--- src/rtl/adding_cpu_sequencer_pkg.sv ---
// Shared definitions for the adding CPU control unit: opcodes, the sequencer
// state encoding and the bundle of datapath control strobes.
package adding_cpu_sequencer_pkg;

    // Opcode field IR[7:6]; the assembler and the datapath use the same values.
    localparam logic [1:0] OP_LDA = 2'b00;
    localparam logic [1:0] OP_STA = 2'b01;
    localparam logic [1:0] OP_JMP = 2'b10;
    localparam logic [1:0] OP_ADD = 2'b11;

    // Width of the memory wait-state counter; 0..15 extra cycles per access.
    localparam int WAIT_W = 4;

    // Sequencer states. RST must encode as zero.
    typedef enum logic [2:0] {
        ST_RST     = 3'd0,
        ST_IDLE    = 3'd1,
        ST_FETCH   = 3'd2,
        ST_DECODE  = 3'd3,
        ST_EXEC_RD = 3'd4,
        ST_EXEC_WR = 3'd5
    } seq_state_t;

    // Everything the sequencer drives into the datapath, plus busy.
    typedef struct packed {
        logic sel_pc;
        logic rd_mem;
        logic wr_mem;
        logic drv_ac;
        logic ld_ir;
        logic inc_pc;
        logic ld_pc;
        logic ld_ac;
        logic alu_add;
        logic busy;
    } seq_ctrl_t;

    // Quiet control word: address from PC, nothing strobed, not busy.
    function automatic seq_ctrl_t ctrl_quiet();
        seq_ctrl_t c;
        c         = '0;
        c.sel_pc  = 1'b1;
        return c;
    endfunction

    // States that own the memory bus and therefore run the wait timer.
    function automatic logic is_mem_state(seq_state_t s);
        return (s == ST_FETCH) || (s == ST_EXEC_RD) || (s == ST_EXEC_WR);
    endfunction

endpackage

--- src/rtl/adding_cpu_sequencer_mem_wait_timer.sv ---
// Wait-state timer for one memory access. The count restarts at zero whenever
// it is cleared and flags the final cycle of the access with `last`.
module adding_cpu_sequencer_mem_wait_timer
    import adding_cpu_sequencer_pkg::*;
#(
    parameter int MEM_WAIT = 0
) (
    input  logic clk,
    input  logic reset,
    input  logic clear,
    input  logic enable,
    output logic last
);

    logic [WAIT_W-1:0] count;

    // Count cycles spent inside an access; clear wins over enable.
    always_ff @(posedge clk) begin
        if (reset) begin
            count <= '0;
        end else if (clear) begin
            count <= '0;
        end else if (enable) begin
            count <= count + 1'b1;
        end
    end

    assign last = (count == WAIT_W'(MEM_WAIT));

endmodule

--- src/rtl/adding_cpu_sequencer.sv ---
// Fetch/decode/execute sequencer for the 8-bit adding CPU. Drives the PC, IR,
// AC and ALU control strobes and the shared memory bus, stretching every
// memory access by MEM_WAIT wait states. `run` is honoured only at
// instruction boundaries so a pause never cuts an instruction short.
module adding_cpu_sequencer
    import adding_cpu_sequencer_pkg::*;
#(
    parameter int MEM_WAIT = 0,
    parameter int CNT_W    = 16
) (
    input  logic             clk,
    input  logic             reset,
    input  logic             run,
    input  logic [1:0]       op_code,
    output logic             sel_pc,
    output logic             rd_mem,
    output logic             wr_mem,
    output logic             drv_ac,
    output logic             ld_ir,
    output logic             inc_pc,
    output logic             ld_pc,
    output logic             ld_ac,
    output logic             alu_add,
    output logic             busy,
    output logic [CNT_W-1:0] instr_cnt
);

    seq_state_t state;
    seq_state_t boundary_state;
    logic       access_last;
    logic       timer_enable;
    logic       timer_clear;
    logic       retire;
    seq_ctrl_t  ctrl;

    // The timer advances only while an access still has cycles left; any
    // other cycle clears it so the next access always starts from zero.
    assign timer_enable = is_mem_state(state) && !access_last;
    assign timer_clear  = !timer_enable;

    adding_cpu_sequencer_mem_wait_timer #(
        .MEM_WAIT (MEM_WAIT)
    ) u_mem_wait_timer (
        .clk    (clk),
        .reset  (reset),
        .clear  (timer_clear),
        .enable (timer_enable),
        .last   (access_last)
    );

    // Where an instruction goes once it is done: straight into the next fetch
    // or park in IDLE.
    assign boundary_state = run ? ST_FETCH : ST_IDLE;

    // An instruction retires on the edge leaving jmp's DECODE or the final
    // cycle of its execute access.
    assign retire = ((state == ST_DECODE) && (op_code == OP_JMP)) ||
                    (((state == ST_EXEC_RD) || (state == ST_EXEC_WR)) && access_last);

    // State register and retired-instruction counter.
    always_ff @(posedge clk) begin
        if (reset) begin
            state     <= ST_RST;
            instr_cnt <= '0;
        end else begin
            if (retire) begin
                instr_cnt <= instr_cnt + 1'b1;
            end
            case (state)
                ST_RST:  state <= ST_IDLE;
                ST_IDLE: state <= boundary_state;
                ST_FETCH: begin
                    if (access_last) begin
                        state <= ST_DECODE;
                    end
                end
                ST_DECODE: begin
                    case (op_code)
                        OP_JMP:  state <= boundary_state;
                        OP_STA:  state <= ST_EXEC_WR;
                        default: state <= ST_EXEC_RD;
                    endcase
                end
                ST_EXEC_RD, ST_EXEC_WR: begin
                    if (access_last) begin
                        state <= boundary_state;
                    end
                end
                default: state <= ST_RST;
            endcase
        end
    end

    // Decode the control word from the state and the access-final flag; the
    // only other term is the opcode, which comes from the IR register.
    always_comb begin
        ctrl      = ctrl_quiet();
        ctrl.busy = (state != ST_RST) && (state != ST_IDLE);
        case (state)
            ST_FETCH: begin
                ctrl.rd_mem = 1'b1;
                ctrl.ld_ir  = access_last;
                ctrl.inc_pc = access_last;
            end
            ST_DECODE: begin
                ctrl.sel_pc = 1'b0;
                ctrl.ld_pc  = (op_code == OP_JMP);
            end
            ST_EXEC_RD: begin
                ctrl.sel_pc  = 1'b0;
                ctrl.rd_mem  = 1'b1;
                ctrl.ld_ac   = access_last;
                ctrl.alu_add = access_last && (op_code == OP_ADD);
            end
            ST_EXEC_WR: begin
                ctrl.sel_pc = 1'b0;
                ctrl.wr_mem = 1'b1;
                ctrl.drv_ac = 1'b1;
            end
            default: begin
                ctrl.sel_pc = 1'b1;
            end
        endcase
    end

    assign sel_pc  = ctrl.sel_pc;
    assign rd_mem  = ctrl.rd_mem;
    assign wr_mem  = ctrl.wr_mem;
    assign drv_ac  = ctrl.drv_ac;
    assign ld_ir   = ctrl.ld_ir;
    assign inc_pc  = ctrl.inc_pc;
    assign ld_pc   = ctrl.ld_pc;
    assign ld_ac   = ctrl.ld_ac;
    assign alu_add = ctrl.alu_add;
    assign busy    = ctrl.busy;

endmodule

--- config.mk ---
export PLATFORM = sky130hd
export DESIGN_NAME = adding_cpu_sequencer
export DESIGN_NICKNAME = d
export VERILOG_FILES = /design/src/rtl/adding_cpu_sequencer_pkg.sv /design/src/rtl/adding_cpu_sequencer_mem_wait_timer.sv /design/src/rtl/adding_cpu_sequencer.sv
export SDC_FILE = /design/constraint.sdc
export NUM_CORES = 1
export LEC_CHECK = 0
export CORE_MARGIN = 1.5
export CORE_UTILIZATION = 30
export CTS_BUF_LIST = sky130_fd_sc_hd__clkbuf_16
export DETAILED_ROUTE_END_ITERATION = 16
export SLEW_MARGIN = 20
export SYNTH_ARGS = -nofsm -noshare
export SYNTH_HDL_FRONTEND = slang
export SYNTH_SLANG_ARGS = --single-unit
--- constraint.sdc ---
create_clock -name clk -period 1.6 [get_ports clk]
set_input_delay 0.32 -clock clk [delete_from_list [all_inputs] [get_ports clk]]
set_output_delay 0.32 -clock clk [all_outputs]
set_load 0.02 [all_outputs]
* Word-level counts from Yosys, hierarchy flattened
Index checks and enable logic that the tools add are counted.
Cells by class: equal/unequal tests 11, mux-type cells 11, add/sub/neg operators 2, bitwise logic cells 1, reduce and logical (&&, ||, !) cells 18
Operators with widths (count):
- 16-bit by 1-bit adder with 16-bit output, second input constant | 1
- 3-bit case mux with 5 select lines | 1
- 2-bit 2-to-1 mux | 4
- 3-bit by 2-bit == test with 1-bit output, second input constant | 2
- 3-bit == test, second input constant | 2
- 3-bit 2-to-1 mux | 2
- 3-bit case mux with 2 select lines | 1
- 2-bit OR reduction | 3
- 1-bit logical AND | 5
- 4-bit by 1-bit adder with 4-bit output, second input constant | 1
- 2-bit == test, second input constant | 2
- 4-bit logical NOT | 1
- 1-bit logical OR | 4
- 2-bit inequality test, second input constant | 2
- 3-bit by 1-bit == test with 1-bit output, second input constant | 1
- 3-bit logical NOT | 1
- 1-bit 2-to-1 mux | 3
- 3-bit by 1-bit inequality test with 1-bit output, second input constant | 1
- 3-bit nonzero test | 1
- 3-bit OR reduction | 1
- 2-bit by 1-bit == test with 1-bit output, second input constant | 1
- 2-bit AND reduction | 1
- 1-bit logical NOT | 1
- 1-bit NOT | 1
Word-level totals: logic and storage cells 46, flip-flop bits (word level) 23, output and inout port bits 26

* Logic depth before layout (Yosys ltp)
Gate-level depths: netlist of run 1.
depth in word-level cells 6, depth in mapped cells 8, gate-level depth less buffers 7

* Modules after synthesis
Synthesis of run 1 repeated with hierarchy kept, for this count alone.
Unflattened totals: cell total of the unflattened synthesis 163, area, all modules 1405.1 µm²
By module, submodules not included:
- adding_cpu_sequencer | area each 1199.9 µm², cells an instance 142, sequential area each 380.4 µm², times used 1
- adding_cpu_sequencer_mem_wait_timer | area each 205.2 µm², cells an instance 21, sequential area each 80.1 µm², times used 1

* Worst setup path before layout of run 1
OpenSTA, ideal clock, no wires.
kind register to output, from reg u_mem_wait_timer.count[0], to out alu_add, data arrival time 1786 ps, setup slack -506 ps, path buffers 0, stages on the path, launching flop included 6, required time 1280 ps, cell sequence dfxtp_1 inv_1 ha_1 or3b_1 nor3_1 and2_1
Between the ends: word-level cells in the longest chain between the ends 3
Ends and longest elaborated chain:
- start, declared | line adding_cpu_sequencer_mem_wait_timer.sv:15 | logic [WAIT_W-1:0] count;
- start signal, assigned | line adding_cpu_sequencer_mem_wait_timer.sv:24 | count <= count + 1'b1;
- 4-bit logical NOT | line adding_cpu_sequencer_mem_wait_timer.sv:28 | assign last = (count == WAIT_W'(MEM_WAIT));
- 1-bit logical AND | line adding_cpu_sequencer.sv:113 | ctrl.alu_add = access_last && (op_code == OP_ADD);
- 2-bit 2-to-1 mux | line adding_cpu_sequencer.sv:99 | case (state)
- end, declared | line adding_cpu_sequencer.sv:23 | output logic alu_add,
Every way passes these cells.

* Final worst setup path of run 1
from reg u_mem_wait_timer.count[1], to out inc_pc
Between the ends: word-level cells in the longest chain between the ends 2
Ends and longest elaborated chain:
- 4-bit logical NOT | line adding_cpu_sequencer_mem_wait_timer.sv:28
- 2-bit 2-to-1 mux | line adding_cpu_sequencer.sv:99
- end, declared | line adding_cpu_sequencer.sv:20 | output logic inc_pc,
Every way passes these cells.

==> results of run 1 <==
[cells in the mapped netlist (2+ instances only)]
library cell and n:
dfxtp_1 23, nor2_1 17, a21oi_1 15, o21ai_0 8, inv_1 7, nand2_1 7
ha_1 6, nand3_1 6, nor3_1 6, or3_1 6, o31ai_1 5, or4_1 5
buf_2 4, clkbuf_1 4, nand4_1 4, xor2_1 4, and2_1 2, and4_1 2
buf_4 2, nand2b_1 2, nand4b_1 2, nor2b_1 2, o32a_1 2
[where the power goes]
| group | total [mW] | switching (mW) | leakage [nW] | internal (mW) |
|---|---|---|---|---|
| Sequential | 0.586 | 0.0108 | 0.192 | 0.575 |
| Combinational | 0.146 | 0.0711 | 0.755 | 0.0749 |
| Clock | 0.544 | 0.208 | 0.0409 | 0.336 |
| Total | 1.28 | 0.290 | 0.987 | 0.986 |
[routing by layer]
layer,track usage [%],vias to the layer above
li1,-,704
met1,21.08,674
met2,29.49,48
met3,3.783,4
met4,3.250,0
met5,0,-
[metrics by stage]
| stage | utilization, % | cells |
|---|---|---|
| after CTS | 52.14 | 271 |
| after detailed placement | 46.99 | 258 |
| final | 55.78 | 275 |
| after floorplan | - | 156 |
| after global routing | 55.78 | 275 |
| after global placement | 46.99 | 258 |
[sequential cells by signal (all words and copies together), names as in the netlist]
signal	cells
instr_cnt	16
u_mem_wait_timer.count	4
state	3
[critical path, cell delays in order, from the launching register on]
cell and delay (ns):
dfxtp_2 0.32, inv_2 0.06, ha_4 0.13, or3b_4 0.41, buf_12 0.14, nor3_4 0.14, buf_6 0.14
[worst max-delay path by stage]
stage	endpoint	slack, ns	depth (start not counted)
global placement	ld_pc	-0.59	5
finish	inc_pc	-0.33	6
floorplan	alu_add	-0.1	5
global route	alu_add	-0.39	6
detailed placement	ld_pc	-0.62	5
CTS	alu_add	-0.39	6
[cells by family (layout without fill, tap and decap cells)]
logic type / count (synthesis) / in the layout
buf+inv: 18 / 86
compound gates: 34 / 35
simple gates: 68 / 68
xor+xnor: 5 / 5
fa+ha+maj: 6 / 6
mux: 2 / 2
flops: 23 / 23
[what timing repair did]
action                                  4_1_cts  5_1_grt
hold buffers                                  0        0
cloned                                        1        0
endpoints found under the setup margin       36       28
buffers inserted                              8        5
pin swaps                                    10       10
gates resized for setup                      76       34
[final cells by class]
type	count	area, µm²	share of cell area, %
clock inverter	1	5.005	0.2211
tap	50	62.56	2.764
clock buffer	3	75.07	3.317
timing repair buffer	74	655.6	28.97
sequential	23	483.0	21.34
inverter	8	30.03	1.327
multi-input combinational	116	952.2	42.07
==> flow_metrics.env, run 1 <==
export IMPL_status="finished, violations left"
export IMPL_violations="setup timing"
export IMPL_synth_top_family_by_area="simple AND/OR/NAND/NOR gates"
export IMPL_cts_buffer_depth=2
export IMPL_first_pass_iters=4
export IMPL_ys_flop_type="dfxtp_1"
export IMPL_finalCriticalPeriod_ns=1.930
export IMPL_crit_type="reg -> out"
export IMPL_worst_ep_required_time_ns=1.28
export IMPL_synth_compound_area_share_pct=16.45
export IMPL_muxShareOfSynthArea_pct=1.665
export IMPL_power_total_mw=1.276
export IMPL_rows=23
export IMPL_synthAdderAreaFrac_pct=5.877
export IMPL_final_setup_viol_count=20
export IMPL_tightest_slew_ns=0.4296
export IMPL_period_share_pct=120.6
export IMPL_grt_first_pass_wirelength_mm=5.975
export IMPL_cts_tree="done"
export IMPL_start_util_pct=31.48
export IMPL_drive_gt1_share_pct=47.56
export IMPL_post_place_ws_ns=-0.6187
export IMPL_design_area_um2=2263
export IMPL_clk_pin_slew_worst_paths_ns=0.06
export IMPL_whs_path_depth=2
export IMPL_yosysWarnings=0
export IMPL_cts_sinks=23
export IMPL_drv_cap=0
export IMPL_grt_max_degree=20
export IMPL_drv_slew=0
export IMPL_powerDensity_nw_per_um2=563.9
export IMPL_yosysSeqAreaShare_pct=36.04
export IMPL_die_x_um=68.26
export IMPL_cp_max_fo=2
export IMPL_gp_congestion=0.8342
export IMPL_top_layer="met4"
export IMPL_die_area_um2=4659
export IMPL_reg2reg_depth=8
export IMPL_synth_fp_nets=167
export IMPL_dr_wl_met3_um=206
export IMPL_synthTopCellsByArea="dfxtp_1 36%, a21oi_1 5.9%, ha_1 5.9%, nor2_1 5.0%, o21ai_0 3.1%"
export IMPL_syn_area_um2=1277
export IMPL_skew_ns=0.002324
export IMPL_vias=1430
export IMPL_max_slew_margin_pct=71.36
export IMPL_routed_via_density=5.200
export IMPL_grtUsageTotal_pct=16.82
export IMPL_hold_viol_final=0
export IMPL_wl_met2_mm=2.062
export IMPL_wl_met1_mm=1.619
export IMPL_hpwlAfterDp_mm=2.479
export IMPL_endpoint_kind="output port"
export IMPL_wire_per_inst_um=14.21
export IMPL_synth_simple_area_share_pct=30.26
export IMPL_p_leak_nw=0.9872
export IMPL_synth_avg_cell_area_um2=8.189
export IMPL_ys_types=38
export IMPL_rsz0062_at_grt="true"
export IMPL_worst_hold_slack_ns=0.5304
export IMPL_setup_ws_ns=-0.3299
export IMPL_portBuffers=30
export IMPL_design_core_area_um2=4058
export IMPL_ys_ff_latch=23
export IMPL_overflow=0
export IMPL_ctsHtreeMaxLevel=1
export IMPL_drc_errors=0
export IMPL_antenna_found_initial=0
export IMPL_cts_buffers=3
export IMPL_hold_start="instr_cnt[14]"
export IMPL_max_freq_ghz=0.5182
export IMPL_dpl_cell_area_um2=1907
export IMPL_peakVddDrop_mv=0.4216
export IMPL_layout_common_cells="38 x buf_4, 17 x nor2_1, 13 x dlygate4sd2_1, 13 x dfxtp_1"
export IMPL_first_global_vias=1307
export IMPL_area_growth_pct=77.18
export IMPL_fillers=372
export IMPL_synthArstFlopShare_pct=0
export IMPL_crit_path_start_kind="register"
export IMPL_cts_root_buf="clkbuf_16"
export IMPL_arrival_ns=1.61
export IMPL_ant_nets=0
export IMPL_drt_wl_total_mm=3.908
export IMPL_nets=237
export IMPL_min_to="instr_cnt[14]"
export IMPL_synth_edf_count=0
export IMPL_synthCells=156
export IMPL_crit_start="u_mem_wait_timer.count[1]"
export IMPL_r2r_slack_ns=-0.26
export IMPL_yosys_area_top_type_share_pct=36.04
export IMPL_synth_xor_area_share_pct=3.428
export IMPL_synth_top_area_cell="dfxtp_1"
export IMPL_hold_path_class="reg -> reg"
export IMPL_io_pins=31
export IMPL_first_iter_violations=98
export IMPL_r2r_end="instr_cnt[12]"
export IMPL_diodes=0
export IMPL_final_common_cell="buf_4"
export IMPL_dieHeight_um=68.26
export IMPL_crit_reg2reg_launch="u_mem_wait_timer.count[1]"
export IMPL_clock_latency_ns=0.25
export IMPL_fin_setup_tns_ns=-3.658
Power figures use the tool's default switching activity.
==> run 2, diff against run 1 <==
--- a/config.mk
+++ b/config.mk
@@ -9,6 +9,9 @@
 export CORE_UTILIZATION = 30
 export CTS_BUF_LIST = sky130_fd_sc_hd__clkbuf_16
 export DETAILED_ROUTE_END_ITERATION = 16
+export DONT_BUFFER_PORTS = 1
+export MAX_ROUTING_LAYER = met4
+export SKIP_CTS_REPAIR_TIMING = 1
 export SLEW_MARGIN = 20
 export SYNTH_ARGS = -nofsm -noshare
 export SYNTH_HDL_FRONTEND = slang
==> flow_metrics.env, run 2 (synthesis results as in run 1) <==
export IMPL_violations="setup timing"
export IMPL_wire_per_inst_um=14.73
export IMPL_routed_via_density=5.496
export IMPL_layout_common_cells="34 x buf_4, 17 x nor2_1, 14 x dfxtp_1"
export IMPL_die_x_um=68.26
export IMPL_wl_met2_mm=1.806
export IMPL_max_stage_delay_ns=0.41
export IMPL_clock_latency_ns=0.25
export IMPL_rsz0062_at_grt="true"
export IMPL_dr_wl_met3_um=222
export IMPL_hold_viol_final=0
export IMPL_hold_path_class="in -> reg"
export IMPL_cts_buffers=3
export IMPL_multiInputGateArea_um2=947.2
export IMPL_gp_congestion=0.8478
export IMPL_post_place_ws_ns=-0.1095
export IMPL_fillers=369
export IMPL_hold_start="reset"
export IMPL_finalCriticalPeriod_ns=1.834
export IMPL_min_to="instr_cnt[8]"
export IMPL_wl_met1_mm=1.529
export IMPL_arrival_ns=1.51
export IMPL_largest_reg_flops=16
export IMPL_grt_max_degree=22
export IMPL_p_leak_nw=0.7395
export IMPL_crit_reg2reg_launch="u_mem_wait_timer.count[1]"
export IMPL_first_global_vias=1249
export IMPL_skew_ns=0.001098
export IMPL_grt_first_pass_wirelength_mm=5.112
export IMPL_reg_largest_list="instr_cnt: 16 flops, u_mem_wait_timer.count: 4 flops, state: 3 flops"
export IMPL_r2r_end="instr_cnt[11]"
export IMPL_first_iter_violations=79
export IMPL_final_setup_viol_count=15
export IMPL_powerDensity_nw_per_um2=634.2
export IMPL_register_area_um2=476.7
export IMPL_tightest_slew_ns=0.3773
export IMPL_cts_sinks=23
export IMPL_drv_slew=0
export IMPL_top_register="instr_cnt"
export IMPL_rows=23
export IMPL_drt_wl_total_mm=3.565
export IMPL_start_util_pct=31.48
export IMPL_cp_max_fo=3
export IMPL_reg2reg_depth=8
export IMPL_ctsHtreeMaxLevel=1
export IMPL_drc_errors=0
export IMPL_first_pass_iters=4
export IMPL_max_freq_ghz=0.5454
export IMPL_r2r_slack_ns=-0.20
export IMPL_cts_tree="done"
export IMPL_grtUsageTotal_pct=14.67
export IMPL_worst_hold_slack_ns=0.1199
export IMPL_ant_nets=0
export IMPL_final_common_cell="buf_4"
export IMPL_cp_slowest_cell="or3b_4"
export IMPL_io_pins=31
export IMPL_peakVddDrop_mv=0.3747
export IMPL_overflow=0
export IMPL_cts_root_buf="clkbuf_16"
export IMPL_cts_buffer_depth=2
export IMPL_diodes=0
export IMPL_path_delay_family="simple AND/OR/NAND/NOR gates"
export IMPL_crit_path_start_kind="register"
export IMPL_path_cells="inv_2, ha_4, or3b_4, nor3_4, and2_4"
export IMPL_dieHeight_um=68.26
export IMPL_setup_ws_ns=-0.2336
export IMPL_clk_pin_slew_worst_paths_ns=0.06
export IMPL_drv_cap=0
export IMPL_endpoint_kind="output port"
export IMPL_drive_gt1_share_pct=45.31
export IMPL_worst_ep_required_time_ns=1.28
export IMPL_crit_type="reg -> out"
export IMPL_portBuffers=0
export IMPL_design_core_area_um2=4058
export IMPL_period_share_pct=114.6
export IMPL_nets=204
export IMPL_worst_path_buf_inv=1
export IMPL_hpwlAfterDp_mm=2.312
export IMPL_place_inst=228
export IMPL_status="finished, violations left"
export IMPL_stdcell_count=242
export IMPL_antenna_found_initial=0
export IMPL_whs_path_depth=1
export IMPL_max_slew_margin_pct=74.85
export IMPL_top_layer="met4"
export IMPL_die_area_um2=4659
export IMPL_area_growth_pct=52.60
export IMPL_vias=1330
[run 2: cell count changes in the layout (fill, tap and decap cells not counted), sizes merged]
cell	change
clkdlybuf4s15	-1
clkdlybuf4s50	-4
dlygate4sd2	-13
a22oi	+1
dlymetal6s2s	-2
buf	-14
[run 2: per-layer routing]
metal | vias to the layer above | GRT usage [%]
li1 | 642 | -
met1 | 648 | 14.84
met2 | 38 | 26.58
met3 | 2 | 5.757
met4 | 0 | 3.250
met5 | - | -
[run 2: final cells by class]
class | instances | share of cell area (%)
multi-input cells | 117 | 48.59
flip-flops and latches | 23 | 24.45
repair buffers | 40 | 18.10
clock buffers | 3 | 3.851
well taps | 50 | 3.209
inverters | 8 | 1.540
clock inverters | 1 | 0.2567
[run 2: power by group]
part	switching [mW]	leakage (nW)	total [mW]	internal [mW]
clock	0.211	0.0409	0.548	0.336
combinational	0.0548	0.508	0.106	0.0508
sequential	0.00730	0.191	0.583	0.576
total	0.274	0.740	1.24	0.963
[run 2: worst max path at each step]
stage	cells after the start	startpoint	endpoint
after floorplan	5	u_mem_wait_timer.count[1]	alu_add
after global placement	6	u_mem_wait_timer.count[1]	instr_cnt[13]
after detailed placement	6	u_mem_wait_timer.count[1]	instr_cnt[13]
after CTS	5	u_mem_wait_timer.count[1]	alu_add
after global routing	8	u_mem_wait_timer.count[1]	instr_cnt[13]
final	5	u_mem_wait_timer.count[1]	alu_add
[run 2: per-stage QoR]
step	TNS, ns	power, mW	area [µm²]	util (%)
after floorplan	-0.1466	0.6666	1364	-
after global placement	-0.2269	0.6910	1632	40.21
after detailed placement	-0.6459	0.6948	1632	40.21
after CTS	-2.062	1.246	1712	42.18
after global routing	-3.489	1.286	1949	48.04
final	-2.176	1.236	1949	48.04
==> run 3, diff against run 2 <==
--- a/config.mk
+++ b/config.mk
@@ -5,7 +5,6 @@
 export SDC_FILE = /design/constraint.sdc
 export NUM_CORES = 1
 export LEC_CHECK = 0
-export CORE_MARGIN = 1.5
 export CORE_UTILIZATION = 30
 export CTS_BUF_LIST = sky130_fd_sc_hd__clkbuf_16
 export DETAILED_ROUTE_END_ITERATION = 16
==> flow_metrics.env, run 3 (synthesis results as in run 1) <==
export IMPL_status="finished, violations left"
export IMPL_violations="setup timing"
export IMPL_cts_tree="done"
export IMPL_worst_ep_required_time_ns=1.28
export IMPL_overflow=0
export IMPL_p_leak_nw=0.7350
export IMPL_nets=203
export IMPL_powerDensity_nw_per_um2=640.4
export IMPL_start_util_pct=31.48
export IMPL_die_x_um=67.26
export IMPL_arrival_ns=1.53
export IMPL_layout_common_cells="34 x buf_4, 17 x nor2_1, 15 x dfxtp_1"
export IMPL_vias=1315
export IMPL_rows=23
export IMPL_p_int_mw=0.9626
export IMPL_io_pins=31
export IMPL_place_inst=228
export IMPL_clock_latency_ns=0.26
export IMPL_ctsHtreeMaxLevel=1
export IMPL_combPwrFrac_pct=8.7
export IMPL_setup_ws_ns=-0.2503
export IMPL_ant_nets=0
export IMPL_tightest_slew_ns=0.3900
export IMPL_reg_largest_list="instr_cnt: 16 flops, u_mem_wait_timer.count: 4 flops, state: 3 flops"
export IMPL_area_growth_pct=51.42
export IMPL_p_seq_share_pct=46.9
export IMPL_rsz0062_at_grt="true"
export IMPL_worst_hold_slack_ns=0.1211
export IMPL_skew_ns=0.001928
export IMPL_period_share_pct=115.6
export IMPL_cts_buffer_depth=2
export IMPL_cts_sinks=23
export IMPL_first_iter_violations=86
export IMPL_first_pass_iters=4
export IMPL_cts_buffers=3
export IMPL_stdcell_count=241
export IMPL_clk_pin_slew_worst_paths_ns=0.06
export IMPL_sw_frac_of_total_pct=22.29
export IMPL_fillers=388
export IMPL_wire_per_inst_um=15.25
export IMPL_fin_setup_tns_ns=-2.047
export IMPL_antenna_found_initial=0
export IMPL_final_util_pct=47.67
export IMPL_endpoint_kind="output port"
export IMPL_hold_path_class="in -> reg"
export IMPL_grt_first_pass_wirelength_mm=4.940
export IMPL_die_area_um2=4523
export IMPL_top_register="instr_cnt"
export IMPL_drt_wl_total_mm=3.675
export IMPL_crit_path_start_kind="register"
export IMPL_drv_slew=0
export IMPL_finalCriticalPeriod_ns=1.850
export IMPL_portBuffers=0
export IMPL_drv_cap=0
export IMPL_drive_gt1_share_pct=45.55
export IMPL_power_total_mw=1.239
export IMPL_max_freq_ghz=0.5404
export IMPL_hpwlAfterDp_mm=2.299
export IMPL_final_setup_viol_count=16
export IMPL_routed_via_density=5.456
export IMPL_hold_viol_final=0
export IMPL_max_slew_margin_pct=74.00
export IMPL_final_common_cell="buf_4"
export IMPL_cp_max_fo=3
export IMPL_first_global_vias=1185
export IMPL_largest_reg_flops=16
export IMPL_grtUsageTotal_pct=14.73
export IMPL_gp_congestion=0.8560
export IMPL_p_switching_mw=0.2761
export IMPL_dieHeight_um=67.26
export IMPL_clock_power_share_pct=44.4
export IMPL_drc_errors=0
export IMPL_cts_root_buf="clkbuf_16"
export IMPL_diodes=0
export IMPL_grt_max_degree=22
export IMPL_crit_type="reg -> out"
export IMPL_peakVddDrop_mv=0.3571
export IMPL_design_core_area_um2=4058
## run 3: power by group through the flow
stage	Clock, mW	Sequential, mW	Combinational [mW]
global placement	0	0.594	0.0969
finish	0.550	0.580	0.108
global route	0.591	0.581	0.118
floorplan	0	0.594	0.0724
CTS	0.563	0.581	0.0993
detailed placement	0	0.594	0.0989
## run 3: through the flow
stage | worst slack, ns | instance area, µm²
2_1_floorplan | -0.09673 | 1364
3_3_place_gp | -0.06082 | 1632
3_5_place_dp | -0.1222 | 1632
4_1_cts | -0.2693 | 1712
5_1_grt | -0.2981 | 1934
6_report | -0.2503 | 1934
## run 3: path summary, 6_finish.rpt
check | from | to | slack, ns | depth (start not counted)
setup / recovery | u_mem_wait_timer.count[1] | alu_add | -0.25 | 5
hold / removal | reset | instr_cnt[12] | 0.12 | 1
setup reg to reg | instr_cnt[1] | instr_cnt[10] | -0.16 | 5
hold reg to reg | u_mem_wait_timer.count[0] | u_mem_wait_timer.count[0] | 0.52 | 2
## run 3: area by class of cell
| type | count | area, µm² | share of cell area [%] |
|---|---|---|---|
| Sequential cell | 23 | 475.5 | 24.58 |
| Multi-Input combinational cell | 117 | 944.7 | 48.84 |
| Timing Repair Buffer | 39 | 341.6 | 17.66 |
| Clock inverter | 1 | 5.005 | 0.2587 |
| Inverter | 8 | 30.03 | 1.552 |
| Tap cell | 50 | 62.56 | 3.234 |
| Clock buffer | 3 | 75.07 | 3.881 |
## run 3: metal layers
layer	vias to the layer above	wire (µm)	share of wire [%]	global-route usage [%]
met5	-	0	0	-
met1	630	1455	40	16.19
li1	640	-	-	-
met3	6	293	8.0	4.899
met2	39	1898	52	25.12
met4	0	27	0.73	4.255
## run 3: worst max-delay path, stage by stage (launching register included)
cell	delay, ns
dfxtp_2	0.32
inv_2	0.06
ha_4	0.12
or3b_4	0.42
nor3_4	0.15
and2_4	0.20
